--- src/rtl/escape_iter_engine.sv ---
// escape_iter_engine: sequential escape-time engine for the Julia/Mandelbrot
// renderer. It accepts one complex point per handshake, then iterates
// z <- z^2 + c at one iteration per clock until |z|^2 > 4 or the iteration
// limit is reached. It returns the count, the escape flag, a pixel colour and
// the tag that came in with the point.
//
// Optional feature macro: JULIA_MODE_EN
//   defined   : i_Mode chooses Mandelbrot (0) or Julia (1).
//   undefined : Mandelbrot only. i_Mode, i_CRe and i_CIm are ignored.
//
// Ports
//   i_Clk, i_Reset        clock, synchronous active-high reset
//   i_Valid / o_Ready     input point handshake (o_Ready = engine idle)
//   i_Re, i_Im            pixel point, signed fixed point with FRAC fraction bits
//   i_CRe, i_CIm          Julia constant, same format
//   i_Mode                0 = Mandelbrot, 1 = Julia
//   i_Tag                 opaque pixel tag, returned on o_Tag
//   o_Valid / i_Ready     result handshake
//   o_Count               final iteration count
//   o_Escaped             1 = escaped before the limit
//   o_PXData              24-bit RGB pixel
//   o_Tag                 tag captured with the point
module escape_iter_engine #(
    parameter int unsigned WIDTH    = 18,
    parameter int unsigned FRAC     = 14,
    parameter int unsigned ITER_W   = 8,
    parameter int unsigned MAX_ITER = 255,
    parameter int unsigned TAG_W    = 15
) (
    input  logic                    i_Clk,
    input  logic                    i_Reset,
    input  logic                    i_Valid,
    output logic                    o_Ready,
    input  logic signed [WIDTH-1:0] i_Re,
    input  logic signed [WIDTH-1:0] i_Im,
    input  logic signed [WIDTH-1:0] i_CRe,
    input  logic signed [WIDTH-1:0] i_CIm,
    input  logic                    i_Mode,
    input  logic [TAG_W-1:0]        i_Tag,
    output logic                    o_Valid,
    input  logic                    i_Ready,
    output logic [ITER_W-1:0]       o_Count,
    output logic                    o_Escaped,
    output logic [23:0]             o_PXData,
    output logic [TAG_W-1:0]        o_Tag
);

    // Full product width, scaled-square width, and one guard bit for sums.
    localparam int unsigned PW = 2 * WIDTH;
    localparam int unsigned SW = PW - FRAC;
    localparam int unsigned EW = SW + 1;

    localparam logic signed [EW-1:0] ESC_LIM  = EW'(4 << FRAC);
    localparam logic [ITER_W-1:0]    ITER_MAX = ITER_W'(MAX_ITER);

    typedef enum logic [1:0] {
        S_IDLE = 2'd0,
        S_ITER = 2'd1,
        S_DONE = 2'd2
    } state_t;

    state_t                   state_q, state_d;
    logic                     ready_q, valid_q;
    logic signed [WIDTH-1:0]  zr_q, zr_d, zi_q, zi_d;
    logic signed [WIDTH-1:0]  cr_q, cr_d, ci_q, ci_d;
    logic [ITER_W-1:0]        n_q, n_d;
    logic [TAG_W-1:0]         tag_q, tag_d;
    logic [ITER_W-1:0]        count_q, count_d;
    logic                     esc_q, esc_d;
    logic [23:0]              px_q, px_d;
    logic [TAG_W-1:0]         otag_q, otag_d;

    logic signed [PW-1:0]     p_rr, p_ii, p_ri;
    logic signed [SW-1:0]     sr, si, sx;
    logic signed [EW-1:0]     mag2, upd_re, upd_im;
    logic                     escape_c;

`ifndef JULIA_MODE_EN
    // In the Mandelbrot-only build these inputs have no function.
    logic unused_julia;
    assign unused_julia = ^{i_Mode, i_CRe, i_CIm};
`endif

    // Squares and cross term of the current z, scaled back by FRAC (floor).
    assign p_rr = PW'(zr_q) * PW'(zr_q);
    assign p_ii = PW'(zi_q) * PW'(zi_q);
    assign p_ri = PW'(zr_q) * PW'(zi_q);
    assign sr   = SW'(p_rr >>> FRAC);
    assign si   = SW'(p_ii >>> FRAC);
    assign sx   = SW'(p_ri >>> FRAC);

    // |z|^2 at full width; the guard bit keeps the sum from overflowing.
    assign mag2     = EW'(sr) + EW'(si);
    assign escape_c = (mag2 > ESC_LIM);

    // Next z before truncation; the cast to WIDTH below wraps.
    assign upd_re = EW'(sr) - EW'(si) + EW'(cr_q);
    assign upd_im = EW'(sx) + EW'(sx) + EW'(ci_q);

    // Next-state and next-register values.
    always_comb begin
        state_d = state_q;
        zr_d    = zr_q;
        zi_d    = zi_q;
        cr_d    = cr_q;
        ci_d    = ci_q;
        n_d     = n_q;
        tag_d   = tag_q;
        count_d = count_q;
        esc_d   = esc_q;
        px_d    = px_q;
        otag_d  = otag_q;

        case (state_q)
            S_IDLE: begin
                if (i_Valid && ready_q) begin
                    state_d = S_ITER;
                    n_d     = '0;
                    tag_d   = i_Tag;
`ifdef JULIA_MODE_EN
                    if (i_Mode) begin
                        zr_d = i_Re;
                        zi_d = i_Im;
                        cr_d = i_CRe;
                        ci_d = i_CIm;
                    end else begin
                        zr_d = '0;
                        zi_d = '0;
                        cr_d = i_Re;
                        ci_d = i_Im;
                    end
`else
                    zr_d = '0;
                    zi_d = '0;
                    cr_d = i_Re;
                    ci_d = i_Im;
`endif
                end
            end

            S_ITER: begin
                if (escape_c) begin
                    state_d = S_DONE;
                    count_d = n_q;
                    esc_d   = 1'b1;
                    px_d    = {8'h00, 8'h00, n_q[ITER_W-1 -: 8]};
                    otag_d  = tag_q;
                end else if (n_q == ITER_MAX) begin
                    state_d = S_DONE;
                    count_d = ITER_MAX;
                    esc_d   = 1'b0;
                    px_d    = 24'h0;
                    otag_d  = tag_q;
                end else begin
                    zr_d = WIDTH'(upd_re);
                    zi_d = WIDTH'(upd_im);
                    n_d  = n_q + ITER_W'(1);
                end
            end

            S_DONE: begin
                // Return to idle only; a point offered now is taken next cycle.
                if (i_Ready) begin
                    state_d = S_IDLE;
                end
            end

            default: begin
                state_d = S_IDLE;
            end
        endcase
    end

    // State and datapath registers; handshake flags follow the next state.
    always_ff @(posedge i_Clk) begin
        if (i_Reset) begin
            state_q <= S_IDLE;
            ready_q <= 1'b1;
            valid_q <= 1'b0;
            zr_q    <= '0;
            zi_q    <= '0;
            cr_q    <= '0;
            ci_q    <= '0;
            n_q     <= '0;
            tag_q   <= '0;
            count_q <= '0;
            esc_q   <= 1'b0;
            px_q    <= '0;
            otag_q  <= '0;
        end else begin
            state_q <= state_d;
            ready_q <= (state_d == S_IDLE);
            valid_q <= (state_d == S_DONE);
            zr_q    <= zr_d;
            zi_q    <= zi_d;
            cr_q    <= cr_d;
            ci_q    <= ci_d;
            n_q     <= n_d;
            tag_q   <= tag_d;
            count_q <= count_d;
            esc_q   <= esc_d;
            px_q    <= px_d;
            otag_q  <= otag_d;
        end
    end

    assign o_Ready   = ready_q;
    assign o_Valid   = valid_q;
    assign o_Count   = count_q;
    assign o_Escaped = esc_q;
    assign o_PXData  = px_q;
    assign o_Tag     = otag_q;

endmodule
--- config.mk ---
export PLATFORM = sky130hd
export DESIGN_NAME = escape_iter_engine
export DESIGN_NICKNAME = d
export VERILOG_FILES = /design/src/rtl/escape_iter_engine.sv
export SDC_FILE = /design/constraint.sdc
export NUM_CORES = 2
export LEC_CHECK = 0
export CAP_MARGIN = 10
export CORE_UTILIZATION = 60
export CTS_BUF_LIST = sky130_fd_sc_hd__clkbuf_8
export DETAILED_ROUTE_END_ITERATION = 16
export HOLD_SLACK_MARGIN = 0.06
export PLACE_DENSITY = 0.85
export REMOVE_ABC_BUFFERS = 1
export SLEW_MARGIN = 30
export SYNTH_ARGS = -nofsm -noshare
export SYNTH_HDL_FRONTEND = slang
export SYNTH_SLANG_ARGS = --single-unit
--- constraint.sdc ---
create_clock -name i_Clk -period 28.2 [get_ports i_Clk]
set_clock_uncertainty 0.15 [all_clocks]
set_input_delay 4.23 -clock i_Clk [delete_from_list [all_inputs] [get_ports i_Clk]]
set_output_delay 4.23 -clock i_Clk [all_outputs]
set_load 0.01 [all_outputs]
== Word-level counts from Yosys, hierarchy flattened ==
Index checks and enable logic that the tools add are counted.

* Input port bits: 92
* RAM bits: 0
* Memories: 0
* ROM bits: 0
* Output and inout port bits: 50
* Logic and storage cells: 62
* Register bits: 147
* Bits in latches: 0

* Divide/modulo/power cells: 0
* Eq/ne operators: 7
* Magnitude comparators: 1
* Multipliers: 3
* Shift-type cells: 0
* Bitwise operators: 0
* Multiplexer cells: 24
* $add $sub $neg: 6
* Reductions and logical operators: 8

{| class="wikitable"
|+ Operator list
! kind !! count
|-
| two-way mux 18 bit || 5
|-
| multiplier 18 x 18 -> 36 bit || 2
|-
| one-hot mux 18 bit (2 select lines) || 2
|-
| adder 18 bit || 3
|-
| two-way mux 24 bit || 2
|-
| two-way mux 8 bit || 5
|-
| multiplier 18 x 18 -> 32 bit || 1
|-
| two-way mux 15 bit || 2
|-
| adder 22 x 22 -> 23 bit || 1
|-
| > comparator 23 x 18 -> 1 bit, second input constant || 1
|-
| subtractor 18 bit || 1
|-
| one-hot mux 8 bit (2 select lines) || 1
|-
| adder 8 x 1 -> 8 bit, second input constant || 1
|-
| equality test 8 bit, second input constant || 1
|-
| two-way mux 2 bit || 4
|-
| inequality test 2 bit, second input constant || 3
|-
| one-hot mux 2 bit (3 select lines) || 1
|-
| equality test 2 bit, second input constant || 2
|-
| zero test 2 bit || 2
|-
| AND reduction 2 bit || 2
|-
| AND reduction 4 bit || 1
|-
| nonzero test 2 bit || 2
|-
| equality test 2 x 1 -> 1 bit, second input constant || 1
|-
| two-way mux 1 bit || 2
|-
| logical AND 1 bit || 1
|}

== Logic depth before layout (Yosys ltp) ==
* Word-level depth: 6
* Mapped depth: 43
* Mapped depth without buffers: 39

== Worst setup path after synthesis ==
OpenSTA, ideal clock, no wires.

* Path kind: reg-to-reg
* Start point: reg zi_q[17]
* End point: reg zi_q[3]
* Data required time: 27.919 ns
* Path slack: 18.941 ns
* Clock period less this slack: 9.259 ns
* Setup time: 0.131 ns
* Cell stages (with the launch flop): 40
* Path buffers: 4
* Data arrival time: 8.978 ns
* Path through: dfxtp_1 > clkbuf_1 > clkbuf_1 > nand2_1 > fa_1 > inv_1 > fa_1 > ha_1 > inv_1 > fa_1 > inv_1 > fa_1 > inv_1 > fa_1 > inv_1 > ha_1 > nand2_1 > or3_1 > [4 not listed] > o21a_1 > nor2_1 > xnor2_1 > ha_1 > o21ai_0 > a21oi_1 > or4b_1 > o211ai_2 > a31oi_1 > o31a_1 > mux2_2 > o22ai_2 > nor4_4 > o2111ai_4 > buf_2 > buf_4 > nand3_1 > o41ai_2

* Cells in the longest elaborated chain, start to end: 6
* Elaborated cells between the ends (all ways): 11
* Those cells by class: add/sub: 3; mul: 2; order compare: 1; eq/ne: 1; mux: 3; reduce/logical: 1

{| class="wikitable"
|+ RTL lines
! item !! line !! RTL
|-
| start: declaration || 64 || <nowiki>logic signed [WIDTH-1:0] zr_q, zr_d, zi_q, zi_d;</nowiki>
|-
| start signal: assignment || 195 || <nowiki>zi_q <= zi_d;</nowiki>
|-
| multiplier 18 x 18 -> 32 bit || 87 || <nowiki>assign p_ri = PW'(zr_q) * PW'(zi_q);</nowiki>
|-
| adder 18 bit (2 in a row) || 98 || <nowiki>assign upd_im = EW'(sx) + EW'(sx) + EW'(ci_q);</nowiki>
|-
| two-way mux 18 bit || 148 || <nowiki>end else if (n_q == ITER_MAX) begin</nowiki>
|-
| two-way mux 18 bit || 142 || <nowiki>if (escape_c) begin</nowiki>
|-
| one-hot mux 18 bit (2 select lines) || 114 || <nowiki>case (state_q)</nowiki>
|}

Parallel ways exist; a longest one is shown, timed or not. The select of a mux whose other input is x is not followed.
A chain may end at the register's enable or synchronous reset.

== Worst setup path after layout ==
* Start point: reg zi_q[3]
* End point: reg zr_q[3]

* Cells in the longest elaborated chain, start to end: 6
* Elaborated cells between the ends (all ways): 10
* Those cells by class: add/sub: 3; mul: 1; order compare: 1; eq/ne: 1; mux: 3; reduce/logical: 1

{| class="wikitable"
|+ RTL lines
! item !! line !! RTL
|-
| multiplier 18 x 18 -> 36 bit * || 86 || <nowiki>assign p_ii = PW'(zi_q) * PW'(zi_q);</nowiki>
|-
| subtractor 18 bit || 97 || <nowiki>assign upd_re = EW'(sr) - EW'(si) + EW'(cr_q);</nowiki>
|-
| adder 18 bit || 97 ||
|-
| two-way mux 18 bit || 148 ||
|-
| two-way mux 18 bit || 142 ||
|-
| one-hot mux 18 bit (2 select lines) || 114 ||
|-
| end signal: assignment || 194 || <nowiki>zr_q <= zr_d;</nowiki>
|-
| end: declaration || 64 ||
|}

Mark *: on every way between the ends. The rest lies on a longest branch, timed or not. The select of a mux whose other input is x is not followed.

==> metrics list <==
- From bottom edge to top edge, the die measures 259.1 um.
- The final-report max-slew violation count came to 0.
- Along the worst hold path, the cell count comes to 2.
- Total negative slack: 0 ns
- The first detailed-routing pass took 7 iterations.
* Terminating pin of the worst hold path: cr_q[8]
- Post-CTS repair changed the size of 0 cells.
- Yosys top cell by area: fa_1
- Most common flop cell mapped by yosys: dfxtp_1
* Internal power consumption: 0.9325 mW
* Worst-skew pair later-pin latency: 0.50 ns
* Share of the synthesized area in the top cell type: 45.04%
- Vias after detailed routing: 29520
- The analysis attributes to cell leakage a power of 20.84 nW.
* Number of fill cells: 5140
- Met1 Resource Use GR: 37.40%
- Least-Margin Pin Slew: approximately 1 ns
* Max Fclk: approximately 0.082 GHz
* Capture instance of the worst register-to-register path: zr_q[3]
- Setup fix buffers added after clock tree synthesis: 0
* Number of antenna violations at the first check in global routing: 0
- The post-route netlist has 2.768% of its cells at a drive strength greater than 1.
- Met3 Usage GRT: 5.468%
- Along the worst path, the maximum fanout reaches 57.
- The worst hold path belongs to the class reg -> reg.
- Area of the die: ~67000 um2
- With fillers left out, the area of the finished cells amounts to 41530 um2.
- Pwr/cell area: 52.20 nW/um2
- Violation count after the first detailed-route iteration: ~2200
- 142 I/O pins were placed.
- Placeable core region: 64930 um2
- CP required: 28.40 ns
- Dividing the final minimum period by the clock period gives between 40% and 50%.
- Counting flops and latches in the post-synthesis netlist gives 131.
- Clock slew at the register clock pins of the worst setup and hold paths: about 0.10 ns
- Busiest layer in global routing: met2
* Maximum number of pins on one net before global-route repair: 101
- Share of power burned in registers: 12.1%
- Number of cells produced by synthesis: 4460
- Global routing consumed, over all layers together, 30.19% of the routing resources.
- Max-cap violations in this run came to 0.
- Final hold slack: 0.3093 ns
- From left edge to right edge, the die measures ~260 um.
- Data arrival time of the critical path: roughly 12 ns
- TritonCTS built the clock tree.
- CTS max path bufs: 2
- At the placement stage, the worst setup path has a slack of 16.30 ns.
- Detailed-route wire length: 95030 um
- Startpoint kind of the worst setup timing path: flip-flop
- Counting the buffers created by CTS gives 17.
- In this run switching power makes up 56.98% of total power.
- In this run the tool buffered the top-level ports with 88 buffer cells.
* Post-route core utilization: roughly 64%
- Portion of total power attributed to combinational logic: 80.3%
* Ant diodes: 0
* Drt drc: 0
- Kind of cell adding the most delay to the critical path: adder cells
- Among all stages on the critical path, the largest delay is contributed by dfxtp_1.
- Routability-driven placement finished with a final weighted congestion of 0.9406.
- Clock tree root buffer cell: clkbuf_8
* Overall power consumption: 2.168 mW
- Placed cell count: 5266
* Proportion of power drawn by the clock network: under 10%
- After the last flow step, the layout net total stands at between 5000 and 6000.
- First-pass GRT wire length: 159600 um
- CTS built an H-tree with a depth of 4.
- The analysis attributes to net switching a power of 1.235 mW.
* Via count of the first global-routing pass: between 30000 and 40000
- The mapped netlist covers 39650 um2.
- Launching point of the worst reg2reg path: zi_q[3]
- Estimated wirelength of the detail-placed design: around 76000 um
* Endpoint type of the worst setup path: flip-flop
- Min cycle time layout: 12.17 ns
- Run status: completed
* Largest stage delay on the critical path: 0.82 ns
- For this run, global-route usage on met2 was measured as 50.84%.
* Post-synth EDFFs: 0
- Slew headroom: about a third
- Effective utilization at floorplan: 61.07%
- Synthesis instantiated 94 different standard cells from the library.
- Hold repair after CTS inserted 0 buffers.
- Finish-stage setup viols: 0
- Setup repair after global routing left no endpoint under its margin.
- Number of cell instances on the worst register-to-register path: 37
- Summing the sequential cell areas from Yosys gives 6.614% of the chip area.
* Post-Place Cell Area: approximately 40000 um2
* Reg2reg setup slack: 16.03 ns
- Compared with the post-synthesis result, the final layout area differs by 4.746%.
* Biggest area contributors in the synthesized netlist: fa_1, ha_1, inv_1
- Hold violation count in the final report: 0
- Dividing the detail-routed wire length by the instance count gives approximately 18 um.
- For this run, the number of standard cells in the final layout without fillers is about 5300.
- Cell repeated most along the worst path: fa_1
- VDD sags by at most 0.1169 mV.
- Async set or reset register ratio after synthesis: 0%
- Across all setup checks in the final design, the least slack found is 16.03 ns.
- In this run the most critical hold path is launched from cr_q[8].
- The clock net in this run drives a total of between 100 and 150 sinks.
* Warning count from the yosys run: 0
- The average instance in the mapped netlist occupies 8.890 um2.
- In the routed layout, each cell is associated on average with a via count of 5.571.
- The floorplan has 93 rows.
* Final antenna-violating net count: 0
- Count of buffer and inverter cells on the critical path: 6
* Kind of critical path: reg -> reg
- The total overflow left after global routing is 0.
## cell families (layout without fill, tap and decap cells)
kind of cell	Yosys count	in the layout	share of synthesized area, %
multiplexers	20	20	0.5175
AO/OA/AOI/OAI	408	408	6.791
buffers and inverters	1363	1332	13.20
AND/OR/NAND/NOR	1146	1146	13.40
flip-flops	131	131	6.614
adder cells (fa/ha/maj)	1243	1243	56.11
other	1	16	0.009458
XOR/XNOR	148	148	3.361
## state kept, by name, summed over array words and instances (netlist names)
signal	count
cr_q	18
o_PXData	8
zi_q	18
o_Tag	15
state_q	2
o_Count	8
n_q	8
ci_q	18
tag_q	15
o_Escaped	1
o_Valid	1
zr_q	18
o_Ready	1
## metal layers
metal / up-vias / part of all wire (%) / wire length (um)
met5: - / 0 / 0
met4: 0 / 5.4 / 5094
met3: 299 / 8.8 / 8354
met2: 1260 / 49 / 46650
met1: 14810 / 37 / 34930
li1: 13160 / - / -
## cells in the final DEF (no fill, tap or decap), types with 39 or more instances in the layout
cell type | synthesis | layout
clkdlybuf4s50_1 | 0 | 87
ha_1 | 351 | 351
dfxtp_1 | 131 | 131
nor2_1 | 181 | 180
and2_1 | 165 | 165
nand3_1 | 62 | 61
xnor2_1 | 106 | 106
nand2_1 | 545 | 545
fa_1 | 892 | 892
a21oi_1 | 149 | 149
buf_4 | 20 | 46
inv_1 | 1162 | 1162
xor2_1 | 39 | 39
nand2b_1 | 71 | 71
o21ai_0 | 55 | 55
## Yosys cell counts, types with 4 or more instances
library cell,n
o21ai_1,6
o31ai_1,29
xnor2_1,106
nor2b_1,19
and2_1,165
nor3_1,28
buf_1,6
o2bb2ai_1,8
a211oi_1,17
o211ai_1,8
o31a_1,7
nand2b_1,71
dfxtp_1,131
or2_2,4
a31oi_1,12
a21boi_0,4
fa_1,892
buf_6,4
clkbuf_1,158
and3_1,11
nor2_1,181
a21oi_1,149
o221ai_1,6
o21a_1,17
buf_2,8
ha_1,351
buf_4,20
o21bai_1,14
nor4_1,6
a31o_2,9
xor2_1,39
nand3_1,62
inv_1,1162
mux2i_1,16
o21ai_0,55
or3_1,18
nand4_1,13
a21o_1,20
nand2_1,545
a211o_1,4
## tightest hold or removal path: cells and delay by family, from the launching register on
kind	cells	cell delay, ns
flip-flops	1	0.32
AND/OR/NAND/NOR	1	0.05
AO/OA/AOI/OAI	1	0.05
## power by group through the flow
stage | Sequential [mW] | Clock [mW] | Combinational (mW)
2_1_floorplan | 0.303 | 0 | 1.15
3_3_place_gp | 0.264 | 0 | 1.63
3_5_place_dp | 0.265 | 0 | 1.70
4_1_cts | 0.261 | 0.167 | 1.72
5_1_grt | 0.266 | 0.174 | 1.91
6_report | 0.263 | 0.165 | 1.74
## cell type report
| type | instances | area, um2 | share of cell area [%] |
|---|---|---|---|
| multi-input cells | 2981 | 31860 | 76.71 |
| clock inverters | 14 | 133.9 | 0.3223 |
| clock buffers | 18 | 247.7 | 0.5965 |
| repair buffers | 134 | 1221 | 2.940 |
| well taps | 855 | 1070 | 2.576 |
| inverters | 1166 | 4377 | 10.54 |
| flip-flops and latches | 131 | 2623 | 6.314 |
## worst max path at each step
stage / endpoint / slack [ns] / startpoint / cells past startpoint
2_1_floorplan: n_q[6] / 17.87 / zi_q[17] / 35
3_3_place_gp: o_Tag[12] / 16.53 / zi_q[3] / 37
3_5_place_dp: o_Tag[8] / 16.30 / zi_q[3] / 37
4_1_cts: o_Tag[12] / 16.25 / zi_q[3] / 37
5_1_grt: o_PXData[3] / 15.39 / zr_q[9] / 39
6_report: zr_q[3] / 16.03 / zi_q[3] / 37
(Power assumes the default switching activity.)
